<file path="src/rtl/ct_lsu_sram_arb_ctrl_if.sv">
// ---------------------------------------------------------------------------
// ct_lsu_sram_arb_ctrl_if
// Bundles the requester handshake and the SRAM macro pins of the LSU SRAM
// arbiter into one interface.
//   init_start/init_done          : array re-clear request / cleared status
//   wr_req/wr_addr/wr_data/wr_wen : write request (wen active-low per bit)
//   wr_gnt                        : write accepted this cycle
//   rd_req/rd_addr                : read request
//   rd_gnt/rd_vld/rd_data         : read accepted / read data valid / data
//   sram_a/sram_cen/sram_gwen     : SRAM address, chip enable, global wen
//   sram_d/sram_wen/sram_q        : SRAM write data, bit wen, read data
// Modport slave is the arbiter; modport master is the requester/SRAM side.
// ---------------------------------------------------------------------------
interface ct_lsu_sram_arb_ctrl_if #(
   parameter int ADDR_WIDTH = 8,
   parameter int DATA_WIDTH = 54
);
   logic                  init_start;
   logic                  init_done;
   logic                  wr_req;
   logic [ADDR_WIDTH-1:0] wr_addr;
   logic [DATA_WIDTH-1:0] wr_data;
   logic [DATA_WIDTH-1:0] wr_wen;
   logic                  wr_gnt;
   logic                  rd_req;
   logic [ADDR_WIDTH-1:0] rd_addr;
   logic                  rd_gnt;
   logic                  rd_vld;
   logic [DATA_WIDTH-1:0] rd_data;
   logic [ADDR_WIDTH-1:0] sram_a;
   logic                  sram_cen;
   logic                  sram_gwen;
   logic [DATA_WIDTH-1:0] sram_d;
   logic [DATA_WIDTH-1:0] sram_wen;
   logic [DATA_WIDTH-1:0] sram_q;

   modport slave (
      input  init_start, wr_req, wr_addr, wr_data, wr_wen,
             rd_req, rd_addr, sram_q,
      output init_done, wr_gnt, rd_gnt, rd_vld, rd_data,
             sram_a, sram_cen, sram_gwen, sram_d, sram_wen
   );

   modport master (
      output init_start, wr_req, wr_addr, wr_data, wr_wen,
             rd_req, rd_addr, sram_q,
      input  init_done, wr_gnt, rd_gnt, rd_vld, rd_data,
             sram_a, sram_cen, sram_gwen, sram_d, sram_wen
   );
endinterface

</file>
<file path="src/rtl/ct_lsu_sram_arb_ctrl.sv">
// ---------------------------------------------------------------------------
// ct_lsu_sram_arb_ctrl
// Single-port SRAM arbiter for the LSU. After reset (or on init_start) it
// sweeps every address writing zeros, one per cycle. Afterwards it grants
// one write or read per cycle, combinationally, using round-robin on
// write/read conflicts. Read data returns one cycle after the grant and is
// held until the next read returns.
// Ports:
//   CLK  : clock
//   RST  : synchronous active-high reset
//   bus  : ct_lsu_sram_arb_ctrl_if.slave (requesters + SRAM pins)
// ---------------------------------------------------------------------------
module ct_lsu_sram_arb_ctrl #(
   parameter int ADDR_WIDTH = 8,
   parameter int DATA_WIDTH = 54
) (
   input  logic                    CLK,
   input  logic                    RST,
   ct_lsu_sram_arb_ctrl_if.slave   bus
);

   typedef enum logic {
      ST_INIT,
      ST_IDLE
   } state_t;

   typedef enum logic {
      WIN_WR,
      WIN_RD
   } win_t;

   state_t                state;
   state_t                state_nxt;
   logic [ADDR_WIDTH-1:0] init_cnt;
   logic [ADDR_WIDTH-1:0] init_cnt_nxt;
   win_t                  last_win;
   win_t                  last_win_nxt;
   logic                  init_done_q;
   logic                  rd_vld_q;
   logic [DATA_WIDTH-1:0] rd_hold;

   logic                  wr_gnt_c;
   logic                  rd_gnt_c;
   logic [ADDR_WIDTH-1:0] sram_a_c;
   logic                  sram_cen_c;
   logic                  sram_gwen_c;
   logic [DATA_WIDTH-1:0] sram_d_c;
   logic [DATA_WIDTH-1:0] sram_wen_c;

   // Next-state, arbitration and SRAM pin drive. Everything is forced idle
   // while RST is high so the reset cycle never touches the array.
   always_comb begin
      state_nxt    = state;
      init_cnt_nxt = init_cnt;
      last_win_nxt = last_win;
      wr_gnt_c     = 1'b0;
      rd_gnt_c     = 1'b0;
      sram_a_c     = '0;
      sram_cen_c   = 1'b1;
      sram_gwen_c  = 1'b1;
      sram_d_c     = '0;
      sram_wen_c   = '1;

      if (!RST) begin
         case (state)
            ST_INIT: begin
               sram_cen_c  = 1'b0;
               sram_gwen_c = 1'b0;
               sram_wen_c  = '0;
               sram_a_c    = init_cnt;
               // Counter stops at the last address instead of wrapping.
               if (init_cnt == '1) begin
                  state_nxt = ST_IDLE;
               end else begin
                  init_cnt_nxt = init_cnt + 1'b1;
               end
            end

            ST_IDLE: begin
               if (bus.init_start) begin
                  state_nxt    = ST_INIT;
                  init_cnt_nxt = '0;
               end else if (bus.wr_req && bus.rd_req) begin
                  // Conflict: the side that lost last conflict wins now.
                  if (last_win == WIN_WR) begin
                     rd_gnt_c     = 1'b1;
                     last_win_nxt = WIN_RD;
                  end else begin
                     wr_gnt_c     = 1'b1;
                     last_win_nxt = WIN_WR;
                  end
               end else if (bus.wr_req) begin
                  wr_gnt_c = 1'b1;
               end else if (bus.rd_req) begin
                  rd_gnt_c = 1'b1;
               end

               if (wr_gnt_c) begin
                  sram_cen_c  = 1'b0;
                  sram_gwen_c = 1'b0;
                  sram_a_c    = bus.wr_addr;
                  sram_d_c    = bus.wr_data;
                  sram_wen_c  = bus.wr_wen;
               end else if (rd_gnt_c) begin
                  sram_cen_c  = 1'b0;
                  sram_a_c    = bus.rd_addr;
               end
            end

            default: begin
               state_nxt = ST_INIT;
            end
         endcase
      end
   end

   always_ff @(posedge CLK) begin
      if (RST) begin
         state       <= ST_INIT;
         init_cnt    <= '0;
         last_win    <= WIN_WR;
         init_done_q <= 1'b0;
         rd_vld_q    <= 1'b0;
         rd_hold     <= '0;
      end else begin
         state       <= state_nxt;
         init_cnt    <= init_cnt_nxt;
         last_win    <= last_win_nxt;
         init_done_q <= (state_nxt == ST_IDLE);
         rd_vld_q    <= rd_gnt_c;
         if (rd_vld_q) begin
            rd_hold <= bus.sram_q;
         end
      end
   end

   assign bus.init_done = init_done_q;
   assign bus.wr_gnt    = wr_gnt_c;
   assign bus.rd_gnt    = rd_gnt_c;
   assign bus.rd_vld    = rd_vld_q;
   // SRAM output is live only in the return cycle; bypass it so data is
   // visible alongside rd_vld, then serve the held copy.
   assign bus.rd_data   = rd_vld_q ? bus.sram_q : rd_hold;
   assign bus.sram_a    = sram_a_c;
   assign bus.sram_cen  = sram_cen_c;
   assign bus.sram_gwen = sram_gwen_c;
   assign bus.sram_d    = sram_d_c;
   assign bus.sram_wen  = sram_wen_c;

endmodule

</file>
<file path="src/flat_wrapper.sv">
// flat-port wrapper written by rule: the top's interface ports become plain ports
module ct_lsu_sram_arb_ctrl_flat 
#(
   parameter int ADDR_WIDTH = 8,
   parameter int DATA_WIDTH = 54
)
  (CLK, RST, bus_init_start, bus_wr_req, bus_wr_addr, bus_wr_data, bus_wr_wen, bus_rd_req, bus_rd_addr, bus_sram_q, bus_init_done, bus_wr_gnt, bus_rd_gnt, bus_rd_vld, bus_rd_data, bus_sram_a, bus_sram_cen, bus_sram_gwen, bus_sram_d, bus_sram_wen);
  ct_lsu_sram_arb_ctrl_if #(.ADDR_WIDTH(ADDR_WIDTH), .DATA_WIDTH(DATA_WIDTH)) bus_i ();
  input  logic CLK;
  input  logic RST;
  input wire logic [$bits(bus_i.init_start)-1:0] bus_init_start;
  input wire logic [$bits(bus_i.wr_req)-1:0] bus_wr_req;
  input wire logic [$bits(bus_i.wr_addr)-1:0] bus_wr_addr;
  input wire logic [$bits(bus_i.wr_data)-1:0] bus_wr_data;
  input wire logic [$bits(bus_i.wr_wen)-1:0] bus_wr_wen;
  input wire logic [$bits(bus_i.rd_req)-1:0] bus_rd_req;
  input wire logic [$bits(bus_i.rd_addr)-1:0] bus_rd_addr;
  input wire logic [$bits(bus_i.sram_q)-1:0] bus_sram_q;
  output wire logic [$bits(bus_i.init_done)-1:0] bus_init_done;
  output wire logic [$bits(bus_i.wr_gnt)-1:0] bus_wr_gnt;
  output wire logic [$bits(bus_i.rd_gnt)-1:0] bus_rd_gnt;
  output wire logic [$bits(bus_i.rd_vld)-1:0] bus_rd_vld;
  output wire logic [$bits(bus_i.rd_data)-1:0] bus_rd_data;
  output wire logic [$bits(bus_i.sram_a)-1:0] bus_sram_a;
  output wire logic [$bits(bus_i.sram_cen)-1:0] bus_sram_cen;
  output wire logic [$bits(bus_i.sram_gwen)-1:0] bus_sram_gwen;
  output wire logic [$bits(bus_i.sram_d)-1:0] bus_sram_d;
  output wire logic [$bits(bus_i.sram_wen)-1:0] bus_sram_wen;
  assign bus_i.init_start = bus_init_start;
  assign bus_i.wr_req = bus_wr_req;
  assign bus_i.wr_addr = bus_wr_addr;
  assign bus_i.wr_data = bus_wr_data;
  assign bus_i.wr_wen = bus_wr_wen;
  assign bus_i.rd_req = bus_rd_req;
  assign bus_i.rd_addr = bus_rd_addr;
  assign bus_i.sram_q = bus_sram_q;
  assign bus_init_done = bus_i.init_done;
  assign bus_wr_gnt = bus_i.wr_gnt;
  assign bus_rd_gnt = bus_i.rd_gnt;
  assign bus_rd_vld = bus_i.rd_vld;
  assign bus_rd_data = bus_i.rd_data;
  assign bus_sram_a = bus_i.sram_a;
  assign bus_sram_cen = bus_i.sram_cen;
  assign bus_sram_gwen = bus_i.sram_gwen;
  assign bus_sram_d = bus_i.sram_d;
  assign bus_sram_wen = bus_i.sram_wen;
  ct_lsu_sram_arb_ctrl #(.ADDR_WIDTH(ADDR_WIDTH), .DATA_WIDTH(DATA_WIDTH)) u_core (.CLK(CLK), .RST(RST), .bus(bus_i));
endmodule
</file>
<file path="config.mk">
export PLATFORM = sky130hd
export DESIGN_NAME = ct_lsu_sram_arb_ctrl_flat
export DESIGN_NICKNAME = d
export VERILOG_FILES = /design/src/rtl/ct_lsu_sram_arb_ctrl_if.sv /design/src/rtl/ct_lsu_sram_arb_ctrl.sv /design/src/flat_wrapper.sv
export SDC_FILE = /design/constraint.sdc
export NUM_CORES = 1
export LEC_CHECK = 0
export BUFFER_PORTS_ARGS = -buffer_cell sky130_fd_sc_hd__buf_4
export CELL_PAD_IN_SITES_DETAIL_PLACEMENT = 1
export CELL_PAD_IN_SITES_GLOBAL_PLACEMENT = 1
export CORE_AREA = 2 2 139 141
export DETAILED_ROUTE_END_ITERATION = 12
export DIE_AREA = 0 0 141 143
export PLACE_DENSITY = 0.66
export RECOVER_POWER = 100
export SLEW_MARGIN = 20
export SYNTH_ARGS = -nofsm -noshare
export SYNTH_HDL_FRONTEND = slang
export SYNTH_SLANG_ARGS = --single-unit
</file>
<file path="constraint.sdc">
create_clock -name CLK -period 3.5 [get_ports CLK]
set_clock_uncertainty 0.2 [all_clocks]
set_input_delay 0.7 -clock CLK [delete_from_list [all_inputs] [get_ports CLK]]
set_output_delay 0.7 -clock CLK [all_outputs]
set_load 0.05 [all_outputs]
</file>
==> flow_metrics.tcl <==
set metrics [dict create \
    drt_wl_total_um 15800 \
    cts_root_buf "clkbuf_16" \
    ys.flop_type "dfxtp_1" \
    synth_fp_nets 623 \
    grt_pass1_wl_um 23700 \
    critPathTopFamily "simple AND/OR/NAND/NOR gates" \
    grt_antenna_before_repair 0 \
    synthCells 439 \
    ys_ff_latch 65 \
    cts_tree "done" \
    max_cap_viol_count 0 \
    min_path_type "reg -> reg" \
    drtIter0Drc 158 \
    postCtsSetupRepairBufs 0 \
    synth_cell_types 33 \
    final.period_utilization_pct 92.2 \
    grtUsageTotal_pct 15.0 \
    synth-edff-count 0 \
    synth.top_cell.area_share_pct 35.9 \
    p_int_mw 1.42 \
    io_buffers 358 \
    grt_pass1_vias 4333 \
    grt_max_degree 64 \
    finalHoldViolCount 0 \
    yosysTopAreaCell "dfxtp_1" \
    cts-resized-gates 0 \
    dp.cells 1005 \
    num_rows 50 \
    worstPathArrival_ns 2.33 \
    critical_path_class "in -> out" \
    ctsHoldBuffers 0 \
    multiInputGateArea_um2 2140 \
    area_delta_synth_final_pct 75.5 \
    register_area_um2 1300 \
    status "completed" \
    h-tree-depth 3 \
    nFillCells 2308 \
    p_sw_mw 0.529 \
    slew_viol_final 0 \
    path_buf_inv 3 \
    avgSynthCellArea_um2 8.26 \
    clockBufferDepth 2 \
    cp_slowest_stage_delay_ns 0.37 \
    post-route-cell-area_um2 6360 \
    p_comb_share_pct 19.6 \
    wl_per_cell_um 15.5 \
    utilization_pct 34.3 \
    p_clk_share_pct 41.9 \
    firstDrtPassIters 4 \
    viasPerCell 4.15 \
    die_area_um2 20200 \
    setup_viol_count_final 0 \
    cp-start-kind "input port" \
    yosysWarnings 0 \
    path_cells "clkbuf_1 -> nand2b_1 -> nor4b_4 -> buf_12 -> a22oi_1 -> o21ai_0 -> clkbuf_2" \
    start_util_pct 19.5 \
    path_max_fanout 63 \
    ios 359 \
    cp-end-kind "output pin" \
    cpMaxStageDelayCell "nor4b_4" \
    ant_nets 0 \
    synthArstFlopShare_pct 0 \
    setup_tns_ns 0 \
    tightest_slew_ns 1.24 \
    route.detailed.drc 0 \
    place_area_um2 6550 \
    peakVddDrop_v 0.000149 \
    hpwl_um 12400 \
    worstPathRequired_ns 2.60 \
    core_um2 18600 \
    overflow 0 \
    yosys-top-cells-area "dfxtp_1 (36%), mux2_2 (17%), nand2_1 (11%)" \
    fin_cells 1019 \
    num_antenna_cells 0 \
    syn_area_um2 3630 \
    die_x_um 141 \
    netSwitchingFraction_pct 27.2 \
    cts.clk_slew.worst_paths_ns 0.05 \
    cts.sinks 65 \
    cts-buffers-inserted 9 \
    power_density_nw_per_um2 306 \
    vias 4224 \
    place_congestion 0.734 \
    leakage_nw 3.25 \
    rsz0062_at_grt "false" \
    drive_above_1_share_pct 48.7 \
    dieHeight_um 143 \
    clk_latency_ns 0.33 \
    timing.fmax_mhz 310 \
    seq_area_frac_synth_pct 35.9 \
    min_period_ns 3.23 \
    maxSlewHeadroom_pct 17.4 \
    fin_nets 966 \
    seq_power_share_pct 38.5 \
]
[sequential cells by signal (all words and copies together), names as in the netlist]
register,cells
u_core.rd_hold,54
u_core.state,1
u_core.last_win,1
u_core.init_cnt,8
u_core.bus.rd_vld,1
[worst paths after layout]
path | cells after the start | endpoint | slack (ns) | start
worst min-delay path | 2 | u_core.init_cnt[5] | 0.32 | u_core.init_cnt[5]
worst max register to register | 5 | u_core.init_cnt[3] | 1.44 | u_core.state
worst max-delay path | 7 | bus_sram_a[7] | 0.27 | bus_init_start
worst min register to register | 2 | u_core.init_cnt[5] | 0.32 | u_core.init_cnt[5]
[Yosys cell counts (2+ instances only)]
cell	count
a222oi_1	7
inv_1	11
clkbuf_1	13
nor3_1	2
o21ai_0	7
and2_1	54
nand2_1	111
nand4_1	3
dfxtp_1	65
a21oi_1	5
nor2_1	4
and4_1	2
mux2_2	55
nand2b_1	3
buf_2	13
nor2b_1	57
buf_4	2
clkbuf_2	4
or3_1	4
nand3_1	4
[power by group through the flow]
| stage | clock network (mW) | logic [mW] | registers [mW] |
|---|---|---|---|
| floorplan | 0 | 0.177 | 0.762 |
| global placement | 0 | 0.407 | 0.764 |
| finish | 0.815 | 0.381 | 0.748 |
| global route | 0.883 | 0.405 | 0.748 |
| detailed placement | 0 | 0.410 | 0.764 |
| CTS | 0.851 | 0.411 | 0.748 |
[per-stage QoR]
stage	hold WS [ns]	power, mW	worst slack (ns)
finish	0.321	1.94	0.274
global route	0.365	2.04	0.130
CTS	0.322	2.01	0.355
detailed placement	0.309	1.17	0.367
global placement	0.298	1.17	0.428
floorplan	0.261	0.940	0.0293
[cells in the final DEF (no fill, tap or decap), types with 2 or more instances in the layout]
cell type	synthesis	layout
a21oi_1	5	5
nand3_1	4	4
and2_1	54	54
clkbuf_16	0	9
mux2_2	55	41
nand4_1	3	3
dfxtp_1	65	64
nand2b_1	3	3
nor2b_1	57	57
or3_1	4	4
inv_1	11	11
and4_1	2	2
clkinv_2	0	2
nand2_1	111	111
clkbuf_1	13	42
clkbuf_8	0	2
clkbuf_2	4	114
nor2_1	4	4
buf_4	2	205
nor3_1	2	2
buf_12	0	2
mux2_1	0	14
a222oi_1	7	7
o21ai_0	7	7
[per-layer routing]
metal / global-route usage, % / routed length (um) / up-vias
li1: - / - / 2105
met1: 16.1 / 5820 / 1914
met2: 27.5 / 8450 / 181
met3: 4.80 / 1210 / 24
met4: 5.58 / 336 / 0
met5: 0 / 0 / -
[kinds of logic (layout without fill, tap and decap cells)]
| group | after synthesis | count (layout) | share of synthesized area, % |
|---|---|---|---|
| simple gates | 245 | 245 | 34.7 |
| flops | 65 | 65 | 35.9 |
| mux | 56 | 56 | 17.4 |
| buf+inv | 43 | 389 | 5.24 |
| compound gates | 28 | 28 | 6.21 |
| fa+ha+maj | 1 | 1 | 0.345 |
| xor+xnor | 1 | 1 | 0.242 |
[cell type report]
| type | count | share of cell area, % |
|---|---|---|
| clock inverters | 3 | 0.275 |
| flip-flops and latches | 65 | 20.5 |
| clock buffers | 11 | 3.97 |
| well taps | 234 | 4.60 |
| inverters | 11 | 0.649 |
| repair buffers | 364 | 36.4 |
| multi-input cells | 331 | 33.7 |
[worst reg2reg max path: stages (launching register included)]
cell and delay, ns:
dfxtp_1 0.34, buf_4 0.51, nor2b_1 0.14, and4_1 0.29
or3_1 0.36, a21oi_1 0.15
Power figures use the tool's default switching activity.
